**src/rtl/memory_sequencer_pkg.sv**
```systemverilog
// Shared definitions for the memory sequencer: FSM state encodings, default widths
// and the address range helper.
package memory_sequencer_pkg;

    localparam int ADDR_W_DEF = 9;
    localparam int DATA_W_DEF = 32;

    typedef enum logic [1:0] {
        S_IDLE  = 2'd0,
        S_READ  = 2'd1,
        S_WRITE = 2'd2
    } state_t;

    // True when any MAR bit above the RAM address width is set.
    function automatic logic addr_out_of_range(input logic [31:0] addr, input int unsigned aw);
        logic oob;
        if (aw >= 32'd32) begin
            oob = 1'b0;
        end else begin
            oob = ((addr >> aw) != 32'd0);
        end
        return oob;
    endfunction

endpackage

```
**src/rtl/memory_sequencer_strobe_edge.sv**
```systemverilog
// Rising-edge detector for a control-unit strobe. The registered level resets to 1 so
// that a strobe held high through reset is not seen as a new request.
module strobe_edge (
    input  logic clock,
    input  logic clear,
    input  logic level,
    output logic rise
);

    logic level_r;

    // Previous-cycle level of the strobe.
    always_ff @(posedge clock or posedge clear) begin
        if (clear) begin
            level_r <= 1'b1;
        end else begin
            level_r <= level;
        end
    end

    assign rise = level & ~level_r;

endmodule

```
**src/rtl/memory_sequencer.sv**
```systemverilog
// Converts control-unit Read/Write strobes into timed synchronous-RAM cycles with
// configurable wait states, returning captured read data and a one-cycle done pulse.
module memory_sequencer
    import memory_sequencer_pkg::*;
#(
    parameter int ADDR_W = ADDR_W_DEF,
    parameter int DATA_W = DATA_W_DEF,
    parameter int RD_LAT = 2,
    parameter int WR_LAT = 1
) (
    input  logic              clock,
    input  logic              clear,
    input  logic              Read,
    input  logic              Write,
    input  logic              Run,
    input  logic [31:0]       addr_in,
    input  logic [DATA_W-1:0] wdata_in,
    input  logic [DATA_W-1:0] ram_rdata,
    output logic [ADDR_W-1:0] ram_addr,
    output logic [DATA_W-1:0] ram_wdata,
    output logic              ram_re,
    output logic              ram_we,
    output logic [DATA_W-1:0] rd_data,
    output logic              done,
    output logic              busy,
    output logic              err
);

    localparam logic [2:0] RD_CNT = 3'(RD_LAT);
    localparam logic [2:0] WR_CNT = 3'(WR_LAT);

    state_t            state_r, state_s;
    logic [2:0]        cnt_r, cnt_s;
    logic              rd_req_s, wr_req_s, oob_s;
    logic [ADDR_W-1:0] addr_s;
    logic [DATA_W-1:0] wdata_s, rd_data_s;
    logic              re_s, we_s, done_s, err_s;

    strobe_edge u_read_edge (
        .clock (clock),
        .clear (clear),
        .level (Read),
        .rise  (rd_req_s)
    );

    strobe_edge u_write_edge (
        .clock (clock),
        .clear (clear),
        .level (Write),
        .rise  (wr_req_s)
    );

    assign oob_s = addr_out_of_range(addr_in, ADDR_W);

    // Next-state, wait-state counter and next output values.
    always_comb begin
        state_s   = state_r;
        cnt_s     = cnt_r;
        addr_s    = ram_addr;
        wdata_s   = ram_wdata;
        rd_data_s = rd_data;
        re_s      = 1'b0;
        we_s      = 1'b0;
        done_s    = 1'b0;
        err_s     = 1'b0;
        case (state_r)
            S_IDLE: begin
                if (Run && wr_req_s) begin
                    state_s = S_WRITE;
                    cnt_s   = WR_CNT;
                    addr_s  = addr_in[ADDR_W-1:0];
                    wdata_s = wdata_in;
                    we_s    = 1'b1;
                    err_s   = rd_req_s | oob_s;
                end else if (Run && rd_req_s) begin
                    state_s = S_READ;
                    cnt_s   = RD_CNT;
                    addr_s  = addr_in[ADDR_W-1:0];
                    re_s    = 1'b1;
                    err_s   = oob_s;
                end else begin
                    state_s = S_IDLE;
                end
            end
            S_READ: begin
                err_s = Run & (rd_req_s | wr_req_s);
                if (cnt_r == 3'd0) begin
                    state_s   = S_IDLE;
                    rd_data_s = ram_rdata;
                    done_s    = 1'b1;
                end else begin
                    cnt_s = cnt_r - 3'd1;
                end
            end
            S_WRITE: begin
                err_s = Run & (rd_req_s | wr_req_s);
                if (cnt_r == 3'd0) begin
                    state_s = S_IDLE;
                    done_s  = 1'b1;
                end else begin
                    // Enable covers exactly WR_LAT cycles; the final count cycle is idle.
                    cnt_s = cnt_r - 3'd1;
                    we_s  = (cnt_r != 3'd1);
                end
            end
            default: begin
                state_s = S_IDLE;
                cnt_s   = 3'd0;
            end
        endcase
    end

    // FSM state and wait-state counter.
    always_ff @(posedge clock or posedge clear) begin
        if (clear) begin
            state_r <= S_IDLE;
            cnt_r   <= 3'd0;
        end else begin
            state_r <= state_s;
            cnt_r   <= cnt_s;
        end
    end

    // Registered outputs toward the RAM and the control unit.
    always_ff @(posedge clock or posedge clear) begin
        if (clear) begin
            ram_addr  <= '0;
            ram_wdata <= '0;
            ram_re    <= 1'b0;
            ram_we    <= 1'b0;
            rd_data   <= '0;
            done      <= 1'b0;
            busy      <= 1'b0;
            err       <= 1'b0;
        end else begin
            ram_addr  <= addr_s;
            ram_wdata <= wdata_s;
            ram_re    <= re_s;
            ram_we    <= we_s;
            rd_data   <= rd_data_s;
            done      <= done_s;
            busy      <= (state_s != S_IDLE);
            err       <= err_s;
        end
    end

endmodule

```
**config.mk**
```make
export PLATFORM = sky130hd
export DESIGN_NAME = memory_sequencer
export DESIGN_NICKNAME = d
export VERILOG_FILES = /design/src/rtl/memory_sequencer_pkg.sv /design/src/rtl/memory_sequencer_strobe_edge.sv /design/src/rtl/memory_sequencer.sv
export SDC_FILE = /design/constraint.sdc
export NUM_CORES = 1
export LEC_CHECK = 0
export CORE_MARGIN = 2
export CORE_UTILIZATION = 36
export CTS_CLUSTER_SIZE = 30
export DETAILED_ROUTE_END_ITERATION = 6
export PLACE_DENSITY = 0.87
export REMOVE_ABC_BUFFERS = 1
export SETUP_SLACK_MARGIN = 0.2
export SYNTH_ARGS = -nofsm -noshare
export SYNTH_HDL_FRONTEND = slang
export SYNTH_HIERARCHICAL = 1
export SYNTH_SLANG_ARGS = --single-unit
```
**constraint.sdc**
```tcl
create_clock -name clock -period 2.62 [get_ports clock]
set_clock_uncertainty 0.2 [all_clocks]
set_input_delay 0.524 -clock clock [delete_from_list [all_inputs] [get_ports clock]]
set_output_delay 0.524 -clock clock [all_outputs]
set_load 0.1 [all_outputs]
```
==> reports/qor.txt <==
Status: completed
Num CTS Buffers: 9
DP HPWL: 6121 um
Worst path required time: 2.65 ns
Count of final setup violators: 0
EDFF count, synth: 0
Layout cells sized above 1: 0.4269
DRC violation count after routing: 0
Final Net Count: 520
FMAX: 0.4550 GHz
Yosys top cell area share: 0.5772
Routed Antenna Nets: 0
Routed Wire Length: 8129 um
Hold Vio Cnt, Final: 0
Synth Area per Inst: 15.58 sq um
Reg area: 2130 sq um
Wire per inst: 14.78 um
CTS H-tree depth: 3
Post-synth top flop: dfrtp_1
# Max-Cap Violations: 0
DR vias/cell: 4.535
Gp weighted congestion: 0.7581
WS Path Type: reg -> reg
Seq/Total Area, Yosys: 0.5918
Vias in the first global route: 2710
Via count: 2494
Post-CTS Setup Bufs: 0
Pre-CTS WS: 0.2444 ns
Clock Latency Late Sink: 0.34 ns
Die Y: 104.0 um
Starting Density: 0.3699
Worst r2r src: cnt_r[0]
R2R Setup Slk: 0.42 ns
Largest net degree at the start of global routing: 74
CP Launch Type: flop
Min-Delay Path Class: in -> async
R2R Path End: rd_data[11]
Chip width: 104.0 um
FF-to-FF path depth: 5
Initial antenna violation count: 0
CTS tree: yes
Worst slew pin tran: 0.7423 ns
FP Rows: 36
Area of the die: 10810 sq um
Fin worst setup slack: 0.4221 ns
Most frequent cell after synthesis: dfrtp_1
Multi-input gate area: 1348 sq um
# fillers: 771
Root Buffer Master: clkbuf_8
Post-CTS sizing: 0
Minimum clock period: 2.198 ns
Top post-synthesis cells by area: dfrtp_1 58%, mux2_2 14%, mux2_4 12%
Tcrit/Tclk final: 0.8389
First-pass GRT wire length: 13500 um
Top post-synthesis cells by count: 83 x dfrtp_1, 44 x mux2_2, 28 x mux2_4
I/O pin cnt: 179
Top cell type by total area after synthesis: dfrtp_1
Overall global routing resource usage: 0.1554
Synth Register Bits: 85
Inserted Diodes: 0
Number of distinct library cells after synthesis: 34
Fin. max-slew vios: 0
CP Max Fanout: 32
Clock transition at path regs: 0.08 ns
Area grow syn2layout: 53.96%
Clk buf depth: 2
Sink Count: 85
Crit end category: flop
Drt first pass iters: 4
Post-Syn Area: 3598 sq um
Grt ovf: 0
Async S/R FF share, synth: 1.000
Slew Limit Headroom: 0.5034
Yosys warns: 6
Core area: 9729 sq um
CTS Hold Bufs: 0
Input/output buffers: 178
Iteration-0 DRC Markers: 78
Setup repair after global routing missed its margin: false
Post-Synthesis Cells: 231
Worst Path Arrival: 2.23 ns
## stage by stage
step / instances / instance area (sq um) / setup TNS, ns / hold WS, ns / utilization
CTS: 550 / 5540 / 0 / 0.2432 / 0.5694
detailed placement: 534 / 5298 / 0 / 0.2935 / 0.5445
global placement: 534 / 5298 / 0 / 0.2794 / 0.5445
floorplan: 221 / 3503 / -19.99 / 0.2137 / -
finish: 550 / 5540 / 0 / 0.2641 / 0.5694
global route: 550 / 5540 / 0 / 0.2631 / 0.5694
## critical path, stage by stage, from the launching register on
cell     delay [ns]
dfrtp_1        0.42
inv_1          0.09
ha_1           0.25
nor2b_4        0.15
nand2_2        0.55
mux2_2         0.42
## metal layers
| layer | track usage | vias up | part of all wire |
|---|---|---|---|
| met4 | 0.06757 | 0 | 0.016 |
| met5 | 0 | - | 0 |
| met2 | 0.2617 | 117 | 0.50 |
| met3 | 0.05388 | 14 | 0.079 |
| met1 | 0.1795 | 1191 | 0.40 |
| li1 | - | 1172 | - |
## worst max-delay path by stage
stage	startpoint	to	slack (ns)	cells past startpoint
floorplan	clear	busy	-0.24	1
global placement	Write	ram_wdata[13]	0.29	5
finish	cnt_r[0]	rd_data[11]	0.42	5
global route	cnt_r[0]	rd_data[24]	0.26	5
CTS	cnt_r[0]	rd_data[25]	0.40	5
detailed placement	Write	ram_wdata[11]	0.24	5
## cell type report
type,count,share of cell area
clock inverters,4,0.01400
repair buffers,180,0.2936
multi-input cells,129,0.2432
inverters,7,0.004968
well taps,133,0.03004
clock buffers,12,0.02981
flip-flops and latches,85,0.3844
## registers in the layout, summed over array words and instances (netlist names), 2 cells and up
signal	count
state_r	2
rd_data	32
ram_addr	9
ram_wdata	32
cnt_r	3
## logic make-up (layout without fill, tap and decap cells)
logic type               count (synthesis)  in the layout  share of synthesized area
buffers and inverters                   17            203                    0.03373
adder cells (fa/ha/maj)                  7              7                    0.02434
AO/OA/AOI/OAI                           16             16                    0.03095
flip-flops                              85             85                     0.5918
AND/OR/NAND/NOR                         32             32                    0.05842
multiplexers                            74             74                     0.2608
## cells in the final DEF (no fill, tap or decap), types with 2 or more instances in the layout
cell	Yosys	routed
a21oi_1	4	4
a31oi_1	2	2
buf_12	0	2
buf_4	1	78
bufinv_16	0	2
clkbuf_8	0	12
clkdlybuf4s50_1	0	100
dfrtp_1	83	83
dfstp_2	2	2
ha_1	7	7
inv_1	7	6
mux2_1	2	2
mux2_2	44	44
mux2_4	28	28
nand2_1	4	4
nand2b_1	2	2
nand3_1	2	2
nor2_1	5	5
nor2b_1	3	3
nor2b_4	3	3
nor3_1	2	2
nor4_1	6	6
o21ai_0	3	3
Power is not shown: default switching activity piles up to over one toggle a cycle in this logic, so the estimate is an artifact.
